[src/rtl/lsu_pkg.sv]
`default_nettype none
// ============================================================================
// Module   : lsu_pkg
// Brief    : Shared constants, request record and decode helpers for the LSU.
// Revision : 1.0  initial release
// ============================================================================
package lsu_pkg;

    localparam logic [1:0] LSU_STATE_IDLE      = 2'd0;
    localparam logic [1:0] LSU_STATE_REQ       = 2'd1;
    localparam logic [1:0] LSU_STATE_WAIT_RESP = 2'd2;
    localparam logic [1:0] LSU_STATE_DONE      = 2'd3;

    localparam logic [2:0] INST_FUNCT3_LB  = 3'b000;
    localparam logic [2:0] INST_FUNCT3_LH  = 3'b001;
    localparam logic [2:0] INST_FUNCT3_LW  = 3'b010;
    localparam logic [2:0] INST_FUNCT3_LBU = 3'b100;
    localparam logic [2:0] INST_FUNCT3_LHU = 3'b101;
    localparam logic [2:0] INST_FUNCT3_SB  = 3'b000;
    localparam logic [2:0] INST_FUNCT3_SH  = 3'b001;
    localparam logic [2:0] INST_FUNCT3_SW  = 3'b010;

    typedef struct packed {
        logic        is_load;
        logic [31:0] addr;
        logic [31:0] data;
        logic [4:0]  rd;
        logic [2:0]  funct3;
    } lsu_req_t;

    // Unsigned widths exist only for loads; stores accept B/H/W.
    function automatic logic f3_valid(input logic is_load, input logic [2:0] f3);
        case (f3)
            INST_FUNCT3_LB, INST_FUNCT3_LH, INST_FUNCT3_LW: f3_valid = 1'b1;
            INST_FUNCT3_LBU, INST_FUNCT3_LHU:              f3_valid = is_load;
            default:                                       f3_valid = 1'b0;
        endcase
    endfunction

    function automatic logic f3_misaligned(input logic [2:0] f3, input logic [1:0] a);
        case (f3[1:0])
            2'b01:   f3_misaligned = a[0];
            2'b10:   f3_misaligned = (a != 2'b00);
            default: f3_misaligned = 1'b0;
        endcase
    endfunction

endpackage
`default_nettype wire

[src/rtl/lsu_if.sv]
`default_nettype none
// ============================================================================
// Module   : lsu_if
// Brief    : Data-bus request/response bundle between the LSU and memory.
// Revision : 1.0  initial release
// ============================================================================
interface lsu_if;
    logic        dbus_req_valid;
    logic        dbus_req_ready;
    logic        dbus_req_we;
    logic [31:0] dbus_req_addr;
    logic [31:0] dbus_req_wdata;
    logic [3:0]  dbus_req_wstrb;
    logic        dbus_resp_valid;
    logic [31:0] dbus_resp_rdata;

    modport master (
        output dbus_req_valid, dbus_req_we, dbus_req_addr, dbus_req_wdata, dbus_req_wstrb,
        input  dbus_req_ready, dbus_resp_valid, dbus_resp_rdata
    );

    modport slave (
        input  dbus_req_valid, dbus_req_we, dbus_req_addr, dbus_req_wdata, dbus_req_wstrb,
        output dbus_req_ready, dbus_resp_valid, dbus_resp_rdata
    );
endinterface
`default_nettype wire

[src/rtl/lsu_align.sv]
`default_nettype none
// ============================================================================
// Module   : lsu_align
// Brief    : Combinational store lane replication/strobes and load extraction.
// Revision : 1.0  initial release
// ============================================================================
module lsu_align
    import lsu_pkg::*;
(
    input  wire  [2:0]  i_funct3,
    input  wire  [1:0]  i_addr_lo,
    input  wire  [31:0] i_store_data,
    input  wire  [31:0] i_load_word,
    output logic [3:0]  o_wstrb,
    output logic [31:0] o_wdata,
    output logic [31:0] o_load_data
);

    logic [31:0] w_shifted;
    logic [7:0]  w_byte;
    logic [15:0] w_half;

    assign w_shifted = i_load_word >> {i_addr_lo, 3'b000};
    assign w_byte    = w_shifted[7:0];
    assign w_half    = i_addr_lo[1] ? i_load_word[31:16] : i_load_word[15:0];

    always_comb begin
        o_wstrb = 4'b1111;
        o_wdata = i_store_data;
        case (i_funct3[1:0])
            2'b00: begin
                o_wstrb = 4'b0001 << i_addr_lo;
                o_wdata = {4{i_store_data[7:0]}};
            end
            2'b01: begin
                o_wstrb = 4'b0011 << {i_addr_lo[1], 1'b0};
                o_wdata = {2{i_store_data[15:0]}};
            end
            default: ;
        endcase
    end

    always_comb begin
        o_load_data = i_load_word;
        case (i_funct3)
            INST_FUNCT3_LB:  o_load_data = {{24{w_byte[7]}}, w_byte};
            INST_FUNCT3_LBU: o_load_data = {24'd0, w_byte};
            INST_FUNCT3_LH:  o_load_data = {{16{w_half[15]}}, w_half};
            INST_FUNCT3_LHU: o_load_data = {16'd0, w_half};
            default: ;
        endcase
    end

endmodule
`default_nettype wire

[src/rtl/lsu.sv]
`default_nettype none
// ============================================================================
// Module   : lsu
// Brief    : Load/store unit: runs one captured ex request on the data bus,
//            writes load results back and stalls the pipeline while busy.
//            Optional misalignment trap: RUA_LSU_MISALIGN_TRAP_EN.
// Revision : 1.0  initial release
// ============================================================================
module lsu
    import lsu_pkg::*;
#(
    parameter int TIMEOUT_CYCLES = 256
) (
    input  wire         clk,
    input  wire         rst,
    lsu_if.master       dbus,
    input  wire         mem_load_en,
    input  wire  [31:0] mem_load_addr,
    input  wire  [4:0]  mem_load_regs_addr,
    input  wire         mem_store_en,
    input  wire  [31:0] mem_store_addr,
    input  wire  [31:0] mem_store_data,
    input  wire  [2:0]  mem_funct3,
    output logic        regs_write_en,
    output logic [4:0]  regs_write_addr,
    output logic [31:0] regs_write_data,
    output logic        pause_signal,
    output logic        unpause_signal,
    output logic        bus_error
`ifdef RUA_LSU_MISALIGN_TRAP_EN
    ,
    output logic        misalign,
    output logic [31:0] misalign_addr
`endif
);

    logic [1:0]  r_state;
    logic [1:0]  w_state_nxt;
    lsu_req_t    r_req;
    logic        r_no_wb;
    logic        r_misalign;
    logic [31:0] r_rdata;

    logic        w_req_any;
    logic [31:0] w_in_addr;
    logic        w_in_f3_ok;
    logic        w_in_mis;
    logic        w_in_ok;
    logic        w_busy;
    logic        w_req_phase;
    logic        w_wdog_hit;
    logic        w_timeout;
    logic [3:0]  w_wstrb;
    logic [31:0] w_wdata;
    logic [31:0] w_load_data;

    // Load has priority when both requests arrive together.
    assign w_req_any  = mem_load_en | mem_store_en;
    assign w_in_addr  = mem_load_en ? mem_load_addr : mem_store_addr;
    assign w_in_f3_ok = f3_valid(mem_load_en, mem_funct3);
`ifdef RUA_LSU_MISALIGN_TRAP_EN
    assign w_in_mis   = w_in_f3_ok && f3_misaligned(mem_funct3, w_in_addr[1:0]);
`else
    assign w_in_mis   = 1'b0;
`endif
    assign w_in_ok    = w_in_f3_ok && !w_in_mis;

    assign w_req_phase = (r_state == LSU_STATE_REQ);
    assign w_busy      = w_req_phase || (r_state == LSU_STATE_WAIT_RESP);

    always_comb begin
        w_state_nxt = r_state;
        w_timeout   = 1'b0;
        case (r_state)
            LSU_STATE_IDLE:
                if (w_req_any) w_state_nxt = w_in_ok ? LSU_STATE_REQ : LSU_STATE_DONE;
            LSU_STATE_REQ:
                if (dbus.dbus_req_ready)
                    w_state_nxt = r_req.is_load ? LSU_STATE_WAIT_RESP : LSU_STATE_DONE;
            LSU_STATE_WAIT_RESP:
                if (dbus.dbus_resp_valid) w_state_nxt = LSU_STATE_DONE;
            default:
                w_state_nxt = LSU_STATE_IDLE;
        endcase
        // A timeout only overrides an access that is not finishing this cycle.
        if (w_wdog_hit && (w_state_nxt != LSU_STATE_DONE)) begin
            w_timeout   = 1'b1;
            w_state_nxt = LSU_STATE_DONE;
        end
    end

    always_ff @(posedge clk) begin
        if (rst) begin
            r_state    <= LSU_STATE_IDLE;
            r_req      <= '0;
            r_no_wb    <= 1'b0;
            r_misalign <= 1'b0;
            r_rdata    <= 32'd0;
        end else begin
            r_state <= w_state_nxt;
            if ((r_state == LSU_STATE_IDLE) && w_req_any) begin
                r_req.is_load <= mem_load_en;
                r_req.addr    <= w_in_addr;
                r_req.data    <= mem_store_data;
                r_req.rd      <= mem_load_regs_addr;
                r_req.funct3  <= mem_funct3;
                r_no_wb       <= !w_in_ok;
                r_misalign    <= w_in_mis;
            end
            if (w_timeout) r_no_wb <= 1'b1;
            if ((r_state == LSU_STATE_WAIT_RESP) && dbus.dbus_resp_valid)
                r_rdata <= dbus.dbus_resp_rdata;
        end
    end

    generate
        if (TIMEOUT_CYCLES > 0) begin : g_wdog
            localparam int CW = $clog2(TIMEOUT_CYCLES + 1);
            logic [CW-1:0] r_wdog_cnt;

            always_ff @(posedge clk) begin
                if (rst)
                    r_wdog_cnt <= '0;
                else if (w_busy && ((w_state_nxt == LSU_STATE_REQ) ||
                                    (w_state_nxt == LSU_STATE_WAIT_RESP)))
                    r_wdog_cnt <= r_wdog_cnt + CW'(1);
                else
                    r_wdog_cnt <= '0;
            end

            assign w_wdog_hit = w_busy && (r_wdog_cnt == CW'(TIMEOUT_CYCLES - 1));
        end else begin : g_no_wdog
            assign w_wdog_hit = 1'b0;
        end
    endgenerate

    lsu_align u_align (
        .i_funct3     (r_req.funct3),
        .i_addr_lo    (r_req.addr[1:0]),
        .i_store_data (r_req.data),
        .i_load_word  (r_rdata),
        .o_wstrb      (w_wstrb),
        .o_wdata      (w_wdata),
        .o_load_data  (w_load_data)
    );

    assign dbus.dbus_req_valid = w_req_phase;
    assign dbus.dbus_req_we    = w_req_phase && !r_req.is_load;
    assign dbus.dbus_req_addr  = w_req_phase ? {r_req.addr[31:2], 2'b00} : 32'd0;
    assign dbus.dbus_req_wdata = dbus.dbus_req_we ? w_wdata : 32'd0;
    assign dbus.dbus_req_wstrb = dbus.dbus_req_we ? w_wstrb : 4'd0;

    assign pause_signal    = ((r_state == LSU_STATE_IDLE) && w_req_any) || w_busy;
    assign unpause_signal  = (r_state == LSU_STATE_DONE);
    assign bus_error       = w_timeout;
    assign regs_write_en   = unpause_signal && r_req.is_load && (r_req.rd != 5'd0) && !r_no_wb;
    assign regs_write_addr = regs_write_en ? r_req.rd : 5'd0;
    assign regs_write_data = regs_write_en ? w_load_data : 32'd0;

`ifdef RUA_LSU_MISALIGN_TRAP_EN
    assign misalign      = unpause_signal && r_misalign;
    assign misalign_addr = misalign ? r_req.addr : 32'd0;
`endif

endmodule
`default_nettype wire

[src/flat_wrapper.sv]
// flat-port wrapper written by rule: the top's interface ports become plain ports
module lsu_flat import lsu_pkg::*;
#(
    parameter int TIMEOUT_CYCLES = 256
)
  (clk, rst, mem_load_en, mem_load_addr, mem_load_regs_addr, mem_store_en, mem_store_addr, mem_store_data, mem_funct3, regs_write_en, regs_write_addr, regs_write_data, pause_signal, unpause_signal, bus_error, dbus_dbus_req_valid, dbus_dbus_req_we, dbus_dbus_req_addr, dbus_dbus_req_wdata, dbus_dbus_req_wstrb, dbus_dbus_req_ready, dbus_dbus_resp_valid, dbus_dbus_resp_rdata);
  lsu_if dbus_i ();
  input  wire clk;
  input  wire rst;
  input  wire mem_load_en;
  input  wire  [31:0] mem_load_addr;
  input  wire  [4:0] mem_load_regs_addr;
  input  wire mem_store_en;
  input  wire  [31:0] mem_store_addr;
  input  wire  [31:0] mem_store_data;
  input  wire  [2:0] mem_funct3;
  output logic regs_write_en;
  output logic [4:0] regs_write_addr;
  output logic [31:0] regs_write_data;
  output logic pause_signal;
  output logic unpause_signal;
  output logic bus_error;
  output wire logic [$bits(dbus_i.dbus_req_valid)-1:0] dbus_dbus_req_valid;
  output wire logic [$bits(dbus_i.dbus_req_we)-1:0] dbus_dbus_req_we;
  output wire logic [$bits(dbus_i.dbus_req_addr)-1:0] dbus_dbus_req_addr;
  output wire logic [$bits(dbus_i.dbus_req_wdata)-1:0] dbus_dbus_req_wdata;
  output wire logic [$bits(dbus_i.dbus_req_wstrb)-1:0] dbus_dbus_req_wstrb;
  input wire logic [$bits(dbus_i.dbus_req_ready)-1:0] dbus_dbus_req_ready;
  input wire logic [$bits(dbus_i.dbus_resp_valid)-1:0] dbus_dbus_resp_valid;
  input wire logic [$bits(dbus_i.dbus_resp_rdata)-1:0] dbus_dbus_resp_rdata;
  assign dbus_dbus_req_valid = dbus_i.dbus_req_valid;
  assign dbus_dbus_req_we = dbus_i.dbus_req_we;
  assign dbus_dbus_req_addr = dbus_i.dbus_req_addr;
  assign dbus_dbus_req_wdata = dbus_i.dbus_req_wdata;
  assign dbus_dbus_req_wstrb = dbus_i.dbus_req_wstrb;
  assign dbus_i.dbus_req_ready = dbus_dbus_req_ready;
  assign dbus_i.dbus_resp_valid = dbus_dbus_resp_valid;
  assign dbus_i.dbus_resp_rdata = dbus_dbus_resp_rdata;
  lsu #(.TIMEOUT_CYCLES(TIMEOUT_CYCLES)) u_core (.clk(clk), .rst(rst), .dbus(dbus_i), .mem_load_en(mem_load_en), .mem_load_addr(mem_load_addr), .mem_load_regs_addr(mem_load_regs_addr), .mem_store_en(mem_store_en), .mem_store_addr(mem_store_addr), .mem_store_data(mem_store_data), .mem_funct3(mem_funct3), .regs_write_en(regs_write_en), .regs_write_addr(regs_write_addr), .regs_write_data(regs_write_data), .pause_signal(pause_signal), .unpause_signal(unpause_signal), .bus_error(bus_error));
endmodule
[config.mk]
export PLATFORM = sky130hd
export DESIGN_NAME = lsu_flat
export DESIGN_NICKNAME = d
export VERILOG_FILES = /design/src/rtl/lsu_pkg.sv /design/src/rtl/lsu_if.sv /design/src/rtl/lsu_align.sv /design/src/rtl/lsu.sv /design/src/flat_wrapper.sv
export SDC_FILE = /design/constraint.sdc
export NUM_CORES = 1
export LEC_CHECK = 0
export ABC_CLOCK_PERIOD_IN_PS = 5000
export CAP_MARGIN = 10
export CORE_MARGIN = 2
export CORE_UTILIZATION = 47
export DETAILED_ROUTE_END_ITERATION = 16
export PLACE_DENSITY = 0.85
export SLEW_MARGIN = 20
export SYNTH_ARGS = -nofsm -noshare
export SYNTH_HDL_FRONTEND = slang
export SYNTH_SLANG_ARGS = --single-unit
[constraint.sdc]
create_clock -name clk -period 5 [get_ports clk]
set_input_delay 1 -clock clk [delete_from_list [all_inputs] [get_ports clk]]
set_output_delay 1 -clock clk [all_outputs]
set_load 0.1 [all_outputs]
Word-level counts from Yosys, hierarchy flattened

Index checks and enable logic that the tools add are counted.

Memory bits (read-only): 0
Memories kept: 0
Flip-flop bits (word level): 117
Output and inout port bits: 111
Bits in latches: 0
RAM bits: 0

Magnitude comparators: 0
Bitwise operators: 2
Shift operators: 3
Equal/unequal tests: 15
Divide/modulo/power cells: 0
$add $sub $neg: 1
Muxes and demuxes: 21
$mul: 0
Reductions and logical operators: 24

Operators by type and width:

| operator                                        | count |
|---|---|
| 2-to-1 mux 32 bit                               | 4 |
| case mux 32 bit (4 select lines)                | 1 |
| case mux 32 bit (2 select lines)                | 1 |
| >> shifter 32 x 5 -> 8 bit                      | 1 |
| 2-to-1 mux 16 bit                               | 1 |
| == test 3 bit, second input constant            | 4 |
| 2-to-1 mux 2 bit                                | 5 |
| adder 9 x 1 -> 9 bit, second input constant     | 1 |
| == test 9 x 8 -> 1 bit, second input constant   | 1 |
| logical AND 1 bit                               | 9 |
| case mux 4 bit (2 select lines)                 | 1 |
| == test 2 x 1 -> 1 bit, second input constant   | 3 |
| == test 2 bit, second input constant            | 3 |
| == test 3 x 1 -> 1 bit, second input constant   | 2 |
| logical NOT 3 bit                               | 2 |
| case mux 2 bit (3 select lines)                 | 1 |
| 2-to-1 mux 5 bit                                | 1 |
| nonzero test 5 bit                              | 1 |
| logical NOT 2 bit                               | 2 |
| 2-to-1 mux 1 bit                                | 4 |
| 2-to-1 mux 4 bit                                | 1 |
| OR reduction 2 bit                              | 2 |
| left shift 1 x 2 -> 4 bit, first input constant | 1 |
| left shift 2 x 2 -> 4 bit, first input constant | 1 |
| other kinds (9)                                 | 13 |

Logic depth before layout (Yosys ltp)

Word-level depth: 14
Gate-level depth with buffers: 7
Gate-level depth less buffers: 7

Hierarchy

A second synthesis with hierarchy kept.

Cells, all modules: 828
Area, all modules: 6,525.0 µm²

Modules (own cells, without submodules):

| module    | cells each | area each (µm²) | seq. area each (µm²) | times used |
|---|---|---|---|---|
| lsu       | 654        | 5,277.6         | 2,342.2              | 1 |
| lsu_align | 174        | 1,247.4         | 0.0                  | 1 |

Least setup slack after synthesis

OpenSTA, ideal clock, no wires.

Path type: register -> output
From: reg u_core.r_state[1]
To: out regs_write_data[15]
Slack: 0.027 ns
Cell stages (with the launch flop): 6
Arrival: 3.973 ns
Path buffers: 0
Path through: dfxtp_1 > ha_1 > nand2_1 > nor2_1 > o21ai_2 > a221oi_1

Longest elaborated chain between the ends: 5

Ends and longest elaborated chain:

| what                           | line               | RTL |
|---|---|---|
| start, declared                | lsu.sv:37          | `logic [1:0] r_state;` |
| start signal, assigned         | lsu.sv:100         | `r_state <= w_state_nxt;` |
| == test 2 bit                  | lsu.sv:154         | `assign unpause_signal = (r_state == LSU_STATE_DONE);` |
| net unpause_signal             | flat_wrapper.sv:21 | `output logic unpause_signal;` |
| logical AND 1 bit (3 in a row) | lsu.sv:156         | `assign regs_write_en = unpause_signal && r_req.is_load && (r_req.rd != 5'd0) && !r_no_wb;` |
| 2-to-1 mux 32 bit              | lsu.sv:158         | `assign regs_write_data = regs_write_en ? w_load_data : 32'd0;` |
| end, declared                  | flat_wrapper.sv:19 | `output logic [31:0] regs_write_data;` |

The timed path passes the listed nets, and every way through them passes these cells.

Worst setup path in the final report

From: reg u_core.r_req[0] in the netlist's numbering
To: out regs_write_data[12]

Longest elaborated chain between the ends: 3

Ends and longest elaborated chain:

| what                                  | line            | RTL |
|---|---|---|
| start, declared                       | lsu.sv:39       | `lsu_req_t r_req;` |
| == test 3 bit (tied with other cells) | lsu_align.sv:45 | `case (i_funct3)` |
| case mux 32 bit (4 select lines) (*)  | lsu_align.sv:45 |  |
| 2-to-1 mux 32 bit (*)                 | lsu.sv:158      |  |

Mark *: on every way between the ends. The rest lies on a longest branch, timed or not.

==> impl_metrics.py <==
metrics = {
    "floorplan": {
        "rows": 41,
        "start_util_pct": 47.8,
        "ios": 253,
        "die_h_um": 117,
        "fp.coreArea_um2": 12600,
        "design.die.area_um2": 13700,
        "die_w_um": 117,
    },
    "worst_setup_path": {
        "critical_path_required_ns": 4.00,
        "cp-end-kind": "primary output",
        "ff2ff_setup_slack_ns": 2.40,
        "critPathTopFamily": "buffers and inverters",
        "path_class": "reg -> out",
        "arrival_ns": 3.28,
        "critPathMaxFanout": 22,
        "cp_slowest_cell": "clkdlybuf4s50_1",
        "path_cells": "and3_1, a22oi_1, a21oi_1, clkdlybuf4s50_1",
        "worst-path-buf-inv": 1,
        "startpoint_type": "flip-flop",
        "max_stage_delay_ns": 1.17,
    },
    "hold_path": {
        "hp-class": "reg -> reg",
    },
    "detailed_routing": {
        "drt_wl_total_um": 18400,
        "drt_iter0_drc": 520,
        "vias": 6301,
        "route.detailed.drc": 0,
        "wl_per_cell_um": 15.5,
        "dr.pass1.iters": 5,
        "vias_per_cell": 5.29,
        "final_antenna_net_count": 0,
    },
    "cells_and_area": {
        "drive_gt1_share_pct": 11.9,
        "final_cell_mix": "clkdlybuf4s50_1 (184), nand2_1 (173), a21oi_1 (121)",
        "n_antenna_cell": 0,
        "fin_util_pct": 72.4,
        "fill_cells": 999,
        "finalNonFillerCells": 1190,
        "syn2layout_area_growth_pct": 51.4,
        "fin_nets": 1155,
        "final_common_cell": "clkdlybuf4s50_1",
        "finish.instance_area_um2": 9100,
    },
    "power_and_ir_drop": {
        "powerDensity_nw_per_um2": 551,
        "ir_drop_mv": 0.426,
        "p_leak_uw": 0.00358,
    },
    "run": {
        "drv_cap": 0,
    },
    "placement": {
        "postPlaceCellArea_um2": 8370,
        "dp_cells": 1158,
        "place_congestion": 0.879,
        "io_buffers": 250,
        "hpwl_um": 13000,
    },
    "clocking": {
        "clk_latency_ns": 0.42,
        "cts-htree-levels": 4,
        "cts_tree": "yes",
        "cts-resized-gates": 0,
        "path_clk_slew_ns": 0.05,
        "numCtsBuffers": 17,
        "cts_setup_buffers": 0,
        "clockBufferDepth": 2,
        "postCtsHoldBufs": 0,
        "cts.sinks": 117,
        "cts-root-buf": "clkbuf_16",
    },
    "global_route": {
        "overflow": 0,
        "grt_pass1_vias": 5804,
        "grt_pass1_wl_um": 28700,
        "grt_usage_pct": 27.0,
        "antenna_found_initial": 0,
        "grt_max_degree": 105,
    },
    "logic_synthesis": {
        "synth.avg_cell_area_um2": 7.60,
        "synth.area.top_cells": "dfxtp_1 (39%), nand2_1 (11%), a21oi_1 (10%)",
        "yosys.area.top_type_share_pct": 39.0,
        "synthFlopType": "dfxtp_1",
        "yosysSeqAreaShare_pct": 39.0,
        "synth-edff-count": 0,
        "yosys.area.top_type": "dfxtp_1",
        "synth.distinct_cells": 46,
        "synthArstFlopShare_pct": 0,
        "yosys_warnings": 0,
        "syn_area_um2": 6010,
        "ys_seq_elements": 117,
        "syn_inst": 791,
    },
    "timing": {
        "finalHoldViolCount": 0,
        "slew_headroom_pct": 27.8,
        "finalSetupTns_ns": 0,
        "rsz0062_at_grt": "no",
        "worstMarginPinSlew_ns": 1.08,
        "fin_skew_ns": 0.00580,
        "finalCritPeriodShare_pct": 85.6,
        "setup_viol": 0,
        "fin_crit_ns": 4.28,
        "maxClockFrequency_mhz": 234,
        "drv_slew": 0,
    },
    "outcome": {
        "status": "completed",
    },
}
[power breakdown]
group          switching (uW)  internal (uW)
Sequential                207           1160
Combinational            1540            645
Clock                     441           1010
Total                    2190           2820
[routing by layer]
layer | up-vias | part of all wire, % | global-route usage (%)
met1 | 2880 | 40 | 32.2
met4 | 0 | 2.7 | 10.0
met2 | 286 | 49 | 46.0
met3 | 36 | 8.2 | 7.98
li1 | 3099 | - | -
met5 | - | 0 | 0
[stage by stage]
step                      power [uW]  hold slack [ns]  worst slack (ns)
after floorplan                 3000            0.434            0.0267
after global placement          3510            0.441              1.17
after detailed placement        3540            0.448              1.12
after CTS                       5010            0.455             0.763
after global routing            5260            0.470             0.600
final                           5010            0.454             0.721
[logic make-up (layout without fill, tap and decap cells)]
| kind of cell | count (synthesis) | count (layout) | share of synthesized area [%] |
|---|---|---|---|
| XOR/XNOR | 6 | 6 | 0.875 |
| AO/OA/AOI/OAI | 194 | 194 | 19.4 |
| other | 1 | 2 | 0.0624 |
| flip-flops | 117 | 117 | 39.0 |
| multiplexers | 58 | 58 | 10.3 |
| AND/OR/NAND/NOR | 320 | 320 | 23.0 |
| adder cells (fa/ha/maj) | 7 | 7 | 1.46 |
| buffers and inverters | 88 | 314 | 5.85 |
[cells in the mapped netlist (2+ instances only)]
cell type  instances
and2_1            45
o22ai_1            2
nand2_1          173
buf_2              8
a22o_1             5
o21ai_0            5
buf_1             14
nor3b_2            3
nor2_1            79
clkbuf_1          37
a211oi_1          32
xnor2_1            3
o21a_1             2
ha_1               7
xor2_1             3
nand3_1            3
dfxtp_1          117
buf_4              3
and3_1             4
inv_1             26
a221oi_1           2
nand2b_1           3
mux4_2             3
nor3_1             4
nor2b_1            2
mux2i_1           54
a21oi_1          121
a22oi_1           13
[worst reg2reg max path, delay by kind of cell (launching register included)]
kind / cells / cell delay (ns)
buf+inv: 2 / 0.40
mux: 1 / 0.64
simple gates: 1 / 0.12
flops: 1 / 0.43
compound gates: 1 / 0.36
fa+ha+maj: 1 / 0.51
[cell type report]
| type | count | area, um^2 | share of cell area, % |
|---|---|---|---|
| timing repair buffer | 257 | 2400 | 26.4 |
| clock buffer | 19 | 453 | 4.98 |
| clock inverter | 12 | 249 | 2.74 |
| multi-input combinational | 587 | 3340 | 36.7 |
| tap | 172 | 215 | 2.37 |
| sequential | 117 | 2340 | 25.8 |
| inverter | 26 | 97.6 | 1.07 |
[flip-flops by register name (all words and copies together), names as in the netlist]
signal	count
u_core.r_req	73
u_core.r_rdata	32
u_core.g_wdog.r_wdog_cnt	9
u_core.r_state	2
u_core.r_no_wb	1
[path summary, 6_finish.rpt]
| path | startpoint | end | depth (start not counted) |
|---|---|---|---|
| setup / recovery | u_core.r_req[0]$_SDFFE_PP0P_ | regs_write_data[12] | 4 |
| hold / removal | u_core.r_req[32]$_SDFFE_PP0P_ | u_core.r_req[32]$_SDFFE_PP0P_ | 2 |
| setup reg to reg | u_core.r_state[1]$_SDFF_PP0_ | u_core.g_wdog.r_wdog_cnt[7]$_SDFF_PP0_ | 6 |
| hold reg to reg | u_core.r_req[32]$_SDFFE_PP0P_ | u_core.r_req[32]$_SDFFE_PP0P_ | 2 |
(Power assumes the default switching activity.)
